File: src/rtl/rr_arbiter_8.sv
// rr_arbiter_8: eight-input round-robin arbiter with held grant.
// Define RR_ARB_TIMEOUT_EN to bound each grant to TIMEOUT cycles.
module rr_arbiter_8 #(
    parameter int TIMEOUT = 16
) (
    input  logic       clk,
    input  logic       rst,
    input  logic [7:0] req,
    input  logic       done,
    output logic [2:0] gnt_idx,
    output logic       gnt_vld,
    output logic       timeout
);

    typedef enum logic {
        IDLE,
        GRANT
    } state_t;

    state_t      state;
    state_t      state_nxt;
    logic [2:0]  ptr;
    logic [2:0]  ptr_nxt;
    logic [2:0]  idx_nxt;
    logic        vld_nxt;
    logic [15:0] dbl;
    logic [7:0]  rot;
    logic [2:0]  off;
    logic [2:0]  sel;

    // rot[0] is the requester at ptr, so the lowest set bit wins
    assign dbl = {req, req} >> ptr;
    assign rot = dbl[7:0];

    always_comb begin
        off = 3'd0;
        for (int i = 7; i >= 0; i--) begin
            if (rot[i]) begin
                off = 3'(i);
            end
        end
    end

    assign sel = ptr + off;

`ifdef RR_ARB_TIMEOUT_EN
    localparam logic [7:0] CNT_LAST = 8'(TIMEOUT - 1);

    logic [7:0] cnt;
    logic [7:0] cnt_nxt;
    logic       to_nxt;
`else
    logic unused_timeout_param;

    assign unused_timeout_param = ^8'(TIMEOUT);
    assign timeout = 1'b0;
`endif

    always_comb begin
        state_nxt = state;
        idx_nxt   = gnt_idx;
        vld_nxt   = gnt_vld;
        ptr_nxt   = ptr;
`ifdef RR_ARB_TIMEOUT_EN
        cnt_nxt   = cnt;
        to_nxt    = 1'b0;
`endif
        case (state)
            IDLE: begin
                vld_nxt = 1'b0;
                if (|req) begin
                    idx_nxt   = sel;
                    vld_nxt   = 1'b1;
                    state_nxt = GRANT;
`ifdef RR_ARB_TIMEOUT_EN
                    cnt_nxt   = 8'd0;
`endif
                end
            end
            GRANT: begin
                if (done) begin
                    vld_nxt   = 1'b0;
                    ptr_nxt   = gnt_idx + 3'd1;
                    state_nxt = IDLE;
`ifdef RR_ARB_TIMEOUT_EN
                end else if (cnt == CNT_LAST) begin
                    vld_nxt   = 1'b0;
                    to_nxt    = 1'b1;
                    ptr_nxt   = gnt_idx + 3'd1;
                    state_nxt = IDLE;
                end else begin
                    cnt_nxt   = cnt + 8'd1;
`endif
                end
            end
            default: begin
                state_nxt = IDLE;
                vld_nxt   = 1'b0;
            end
        endcase
    end

    always_ff @(posedge clk or posedge rst) begin
        if (rst) begin
            state   <= IDLE;
            ptr     <= 3'd0;
            gnt_idx <= 3'd0;
            gnt_vld <= 1'b0;
        end else begin
            state   <= state_nxt;
            ptr     <= ptr_nxt;
            gnt_idx <= idx_nxt;
            gnt_vld <= vld_nxt;
        end
    end

`ifdef RR_ARB_TIMEOUT_EN
    always_ff @(posedge clk or posedge rst) begin
        if (rst) begin
            cnt     <= 8'd0;
            timeout <= 1'b0;
        end else begin
            cnt     <= cnt_nxt;
            timeout <= to_nxt;
        end
    end
`endif

endmodule

File: config.mk
export PLATFORM = sky130hd
export DESIGN_NAME = rr_arbiter_8
export DESIGN_NICKNAME = d
export VERILOG_FILES = /design/src/rtl/rr_arbiter_8.sv
export SDC_FILE = /design/constraint.sdc
export NUM_CORES = 1
export LEC_CHECK = 0
export BUFFER_PORTS_ARGS = -buffer_cell sky130_fd_sc_hd__buf_2
export CORE_MARGIN = 5
export CORE_UTILIZATION = 56
export CTS_CLUSTER_SIZE = 25
export DETAILED_ROUTE_END_ITERATION = 8
export GPL_TIMING_DRIVEN = 1
export PLACE_DENSITY = 0.79
export REMOVE_ABC_BUFFERS = 1
export SYNTH_ARGS = -nofsm -noshare
export SYNTH_HDL_FRONTEND = slang
export SYNTH_SLANG_ARGS = --single-unit
File: constraint.sdc
create_clock -name clk -period 3.2 [get_ports clk]
set_input_delay 0.32 -clock clk [delete_from_list [all_inputs] [get_ports clk]]
set_output_delay 0.32 -clock clk [all_outputs]
set_load 0.02 [all_outputs]
* Yosys cells after proc, flatten, opt, wreduce, memory -nomap -nowiden
Cells that the tools add are included.
Word-level totals: register bits after elaboration 8, output and inout bits 5, word-level logic and storage cells 25, input bits 11
Cells by class: reduce and logical (&&, ||, !) cells 3, bitwise logic cells 1, $add $sub $neg 2, mux-type cells 13, shifts and indexed selects 1, equality and inequality tests 1
Operators with widths (number):
- 3-bit 2-to-1 mux | 8
- 16-bit by 3-bit right shift with 8-bit output | 1
- 8-bit OR reduction | 1
- 1-bit one-hot mux with 2 select lines | 2
- 2-bit AND reduction | 2
- 3-bit by 1-bit adder with 3-bit output, second input constant | 1
- 3-bit adder | 1
- 1-bit 2-to-1 mux | 3
- 2-bit != test, second input constant | 1
- 1-bit NOT | 1

* Depth between registers and ports, before layout
word-level depth 10, mapped depth 14, mapped depth without buffers 12

* Least setup slack after synthesis
No wires, ideal clock.
path type register -> register, from register ptr[0], to register gnt_idx[2], setup time 0.138 ns, period minus slack after synthesis 2.684 ns, data required time 3.062 ns, arrival 2.546 ns, cell stages (with the launch flop) 14, path slack 0.516 ns, cells stage by stage dfrtp_1 -> clkbuf_1 -> mux4_2 -> clkinv_1 -> nor2_1 -> nor3_1 -> a22oi_1 -> nand2_1 -> ha_1 -> inv_1 -> fa_1 -> xnor2_1 -> xnor2_1 -> a21oi_1
Between the ends: longest elaborated chain between the ends 10
Ends and longest elaborated chain:
- start: declaration | RTL line 22 | logic [2:0] ptr;
- start signal: assignment | RTL line 111 | ptr <= ptr_nxt;
- 16-bit by 3-bit right shift with 8-bit output | RTL line 32 | assign dbl = {req, req} >> ptr;
- 3-bit 2-to-1 mux (8 in a row) | RTL line 38 | if (rot[i]) begin
- 3-bit adder * | RTL line 44 | assign sel = ptr + off;
- end signal: assignment | RTL line 112 | gnt_idx <= idx_nxt;
- end: declaration | RTL line 10 | output logic [2:0] gnt_idx,
Mark *: on every way between the ends. The rest lies on a longest branch, timed or not. A chain may end at the register's enable or synchronous reset.

* Worst setup path in the final report
from register ptr[1], to register gnt_idx[2]
The elaborated chain is that of the path after synthesis.

==> flow_metrics.py <==
metrics = {
    "outcome": {
        "status": "complete, no violations",
    },
    "timing": {
        "fin_tns_setup_ns": 0,
        "finalSetupViolCount": 0,
        "maxSlewViolCount": 0,
        "rsz0062_at_grt": "false",
        "finalCritPeriodShare": 0.933,
        "min_period_ns": 2.98,
        "tightest_slew_ns": 0.753,
        "skew_ns": 0.00265,
        "hold_viol_final": 0,
        "worst_slack_ns": 0.215,
        "fmax_mhz": 335,
        "finalHoldWorstSlack_ns": 0.450,
        "relSlewSlack": 0.498,
    },
    "clock_tree": {
        "clk_latency_ns": 0.26,
        "cts_buffers": 3,
        "post_cts_buffers": 0,
        "cts_resized": 0,
        "cts_buffer_depth": 2,
        "htree_num_levels": 1,
        "cts_root_buf": "clkbuf_4",
        "cts_sinks": 8,
        "cts_tree": "done",
        "cts.clk_slew.worst_paths_ns": 0.05,
    },
    "power_and_ir_drop": {
        "sw_frac_of_total": 0.452,
        "internal-power_uw": 500,
        "seqPwrFrac": 0.252,
        "cellLeakagePower_uw": 0.000485,
        "power_switching_uw": 412,
        "power_density_nw_per_um2": 812,
        "p_clk_frac": 0.085,
        "p_comb_frac": 0.663,
        "ir_worst_vdd_mv": 0.594,
    },
    "floorplanning": {
        "io_pins": 16,
        "dieArea_um2": 2790,
        "die_width_um": 52.8,
        "initial_utilization": 0.593,
        "die_h_um": 52.8,
        "core_um2": 1730,
        "core.rowCount": 15,
    },
    "finish": {
        "regArea_um2": 200,
        "area.growth.synth_to_final_pct": 9.65,
        "nNetsFinal": 133,
        "fillers": 156,
        "num_antenna_cells": 0,
        "multi_input_area_um2": 751,
        "drive_gt1_frac": 0.282,
        "final_common_cell": "nor2_1",
        "final_cell_mix": "nor2_1 (16), buf_2 (14), a21oi_1 (10), dfrtp_1 (8)",
    },
    "critical_path": {
        "crit_required_ns": 3.32,
        "reg2reg_depth": 12,
        "r2r-end": "gnt_idx[2]$_DFFE_PP0P_",
        "endpoint_kind": "register",
        "crit_slowest_cell": "dfrtp_1",
        "crit_type": "reg -> reg",
        "worstPathMaxFanout": 18,
        "rr_startpoint": "ptr[1]$_DFFE_PP0P_",
        "path_cells": "inv_4, a21oi_1, o21ai_0, a221oi_1, a22oi_1, nand2_1, ha_1, inv_1, fa_1, xnor2_1, xnor2_1, a21oi_1",
        "start_kind": "register",
        "crit_arrival_ns": 3.11,
        "r2r_slack_ns": 0.22,
        "crit_path_max_incr_delay_ns": 0.83,
    },
    "min_path": {
        "whs_path_depth": 3,
        "worstHoldPathType": "in -> reg",
        "min_from": "done",
        "hold_end": "ptr[2]$_DFFE_PP0P_",
    },
    "yosys": {
        "synth_area_leader_cell": "dfrtp_1",
        "ys_warn_count": 0,
        "synth-seq-area-share": 0.195,
        "yosys_register_bits": 8,
        "synth_area_leaders": "dfrtp_1 (20%), mux4_2 (13%), mux4_1 (13%), mux2i_1 (5.9%), nor2_1 (5.9%)",
        "synth_top_area_share": 0.195,
        "syn_area_um2": 1020,
        "syn_inst": 104,
        "synth.distinct_cells": 36,
        "avgSynthCellArea_um2": 9.85,
    },
    "route": {
        "drtAntennaViolNets": 0,
        "vias": 849,
        "firstDrtPassIters": 4,
        "first_iter_violations": 14,
        "routed_wl_um": 2200,
        "via_per_inst": 5.98,
        "drt-wirelength-per-cell_um": 15.5,
        "drc": 0,
    },
    "global_routing": {
        "overflow": 0,
        "grt_pass1_vias": 803,
        "grt_usage": 0.181,
        "antenna_found_initial": 0,
        "grt_max_degree": 19,
        "grt_pass1_wl_um": 3610,
    },
    "place": {
        "io_buffers": 14,
        "dp_hpwl_um": 1660,
        "post-place-ws_ns": 0.206,
        "gp_congestion": 0.886,
    },
    "flow_run": {
        "drv_cap": 0,
    },
}
## logic make-up (layout without fill, tap and decap cells)
| family | count (synthesis) | count (layout) | share of synthesized area |
|---|---|---|---|
| compound gates | 25 | 25 | 0.156 |
| xor+xnor | 3 | 3 | 0.0256 |
| fa+ha+maj | 3 | 3 | 0.0440 |
| buf+inv | 13 | 26 | 0.0720 |
| flops | 8 | 8 | 0.195 |
| mux | 22 | 22 | 0.377 |
| other cells | 1 | 1 | 0.00366 |
| simple gates | 29 | 29 | 0.126 |
## worst max-delay path, delay by kind of cell (launching register included)
family / cells / cell delay, ns
buf+inv: 2 / 0.19
fa+ha+maj: 2 / 0.50
compound gates: 5 / 0.90
simple gates: 1 / 0.10
xor+xnor: 2 / 0.33
flops: 1 / 0.83
## how the worst max path moves through the flow
stage	from	end	cells after the start
6_report	ptr[1]$_DFFE_PP0P_	gnt_idx[2]$_DFFE_PP0P_	12
2_1_floorplan	ptr[1]$_DFFE_PP0P_	gnt_idx[2]$_DFFE_PP0P_	12
3_3_place_gp	ptr[1]$_DFFE_PP0P_	gnt_idx[2]$_DFFE_PP0P_	12
4_1_cts	ptr[1]$_DFFE_PP0P_	gnt_idx[2]$_DFFE_PP0P_	12
5_1_grt	ptr[1]$_DFFE_PP0P_	gnt_idx[2]$_DFFE_PP0P_	12
3_5_place_dp	ptr[1]$_DFFE_PP0P_	gnt_idx[2]$_DFFE_PP0P_	12
## power groups by stage
stage / Sequential (µW) / Combinational, µW / Clock, µW
4_1_cts: 231 / 608 / 83.3
3_3_place_gp: 230 / 587 / 0
2_1_floorplan: 256 / 437 / 0
6_report: 230 / 605 / 77.7
3_5_place_dp: 233 / 605 / 0
5_1_grt: 242 / 661 / 90.3
## area by class of cell
cell class / count / area share
well taps: 25 / 0.0278
multi-input cells: 83 / 0.668
repair buffers: 16 / 0.0780
inverters: 7 / 0.0278
flip-flops and latches: 8 / 0.178
clock buffers: 3 / 0.0200
## through the flow
| step | std cells | utilization | cell area [µm²] | power [µW] |
|---|---|---|---|---|
| finish | 142 | 0.651 | 1120 | 912 |
| CTS | 142 | 0.651 | 1120 | 922 |
| floorplan | 98 | - | 982 | 694 |
| global route | 142 | 0.651 | 1120 | 994 |
| detailed placement | 138 | 0.632 | 1090 | 838 |
| global placement | 138 | 0.632 | 1090 | 816 |
## synthesized netlist by cell type (all sizes together)
library cell  count
xnor2             2
o21a              3
nand2             5
mux2              5
a211oi            1
dfrtp             8
nor3              1
ha                2
a21oi            10
fa                1
nor2b             3
clkbuf            2
a22oi             1
nand2b            1
nand4             1
conb              1
mux2i             6
buf               4
o21bai            1
xor2              1
and2b             1
nor2             17
o211ai            1
inv               6
clkinv            1
a221oi            1
o31ai             1
a2111o            1
mux4             11
o21ai             5
## metal layers
layer,track usage,share of wire,vias up
met1,0.224,0.43,415
li1,-,-,416
met5,0,0,-
met4,0.0766,0.021,0
met2,0.304,0.52,12
met3,0.0342,0.027,6
## state kept, by name, indices dropped and copies added, names as in the netlist
| name | flops |
|---|---|
| gnt_idx | 3 |
| ptr | 3 |
| gnt_vld | 1 |
| state | 1 |
## what timing repair did
item,4_1_cts,5_1_grt
hold endpoints to repair,8,0
hold buffers,1,0
endpoints found under the setup margin,0,0
Power figures use the tool's default switching activity.
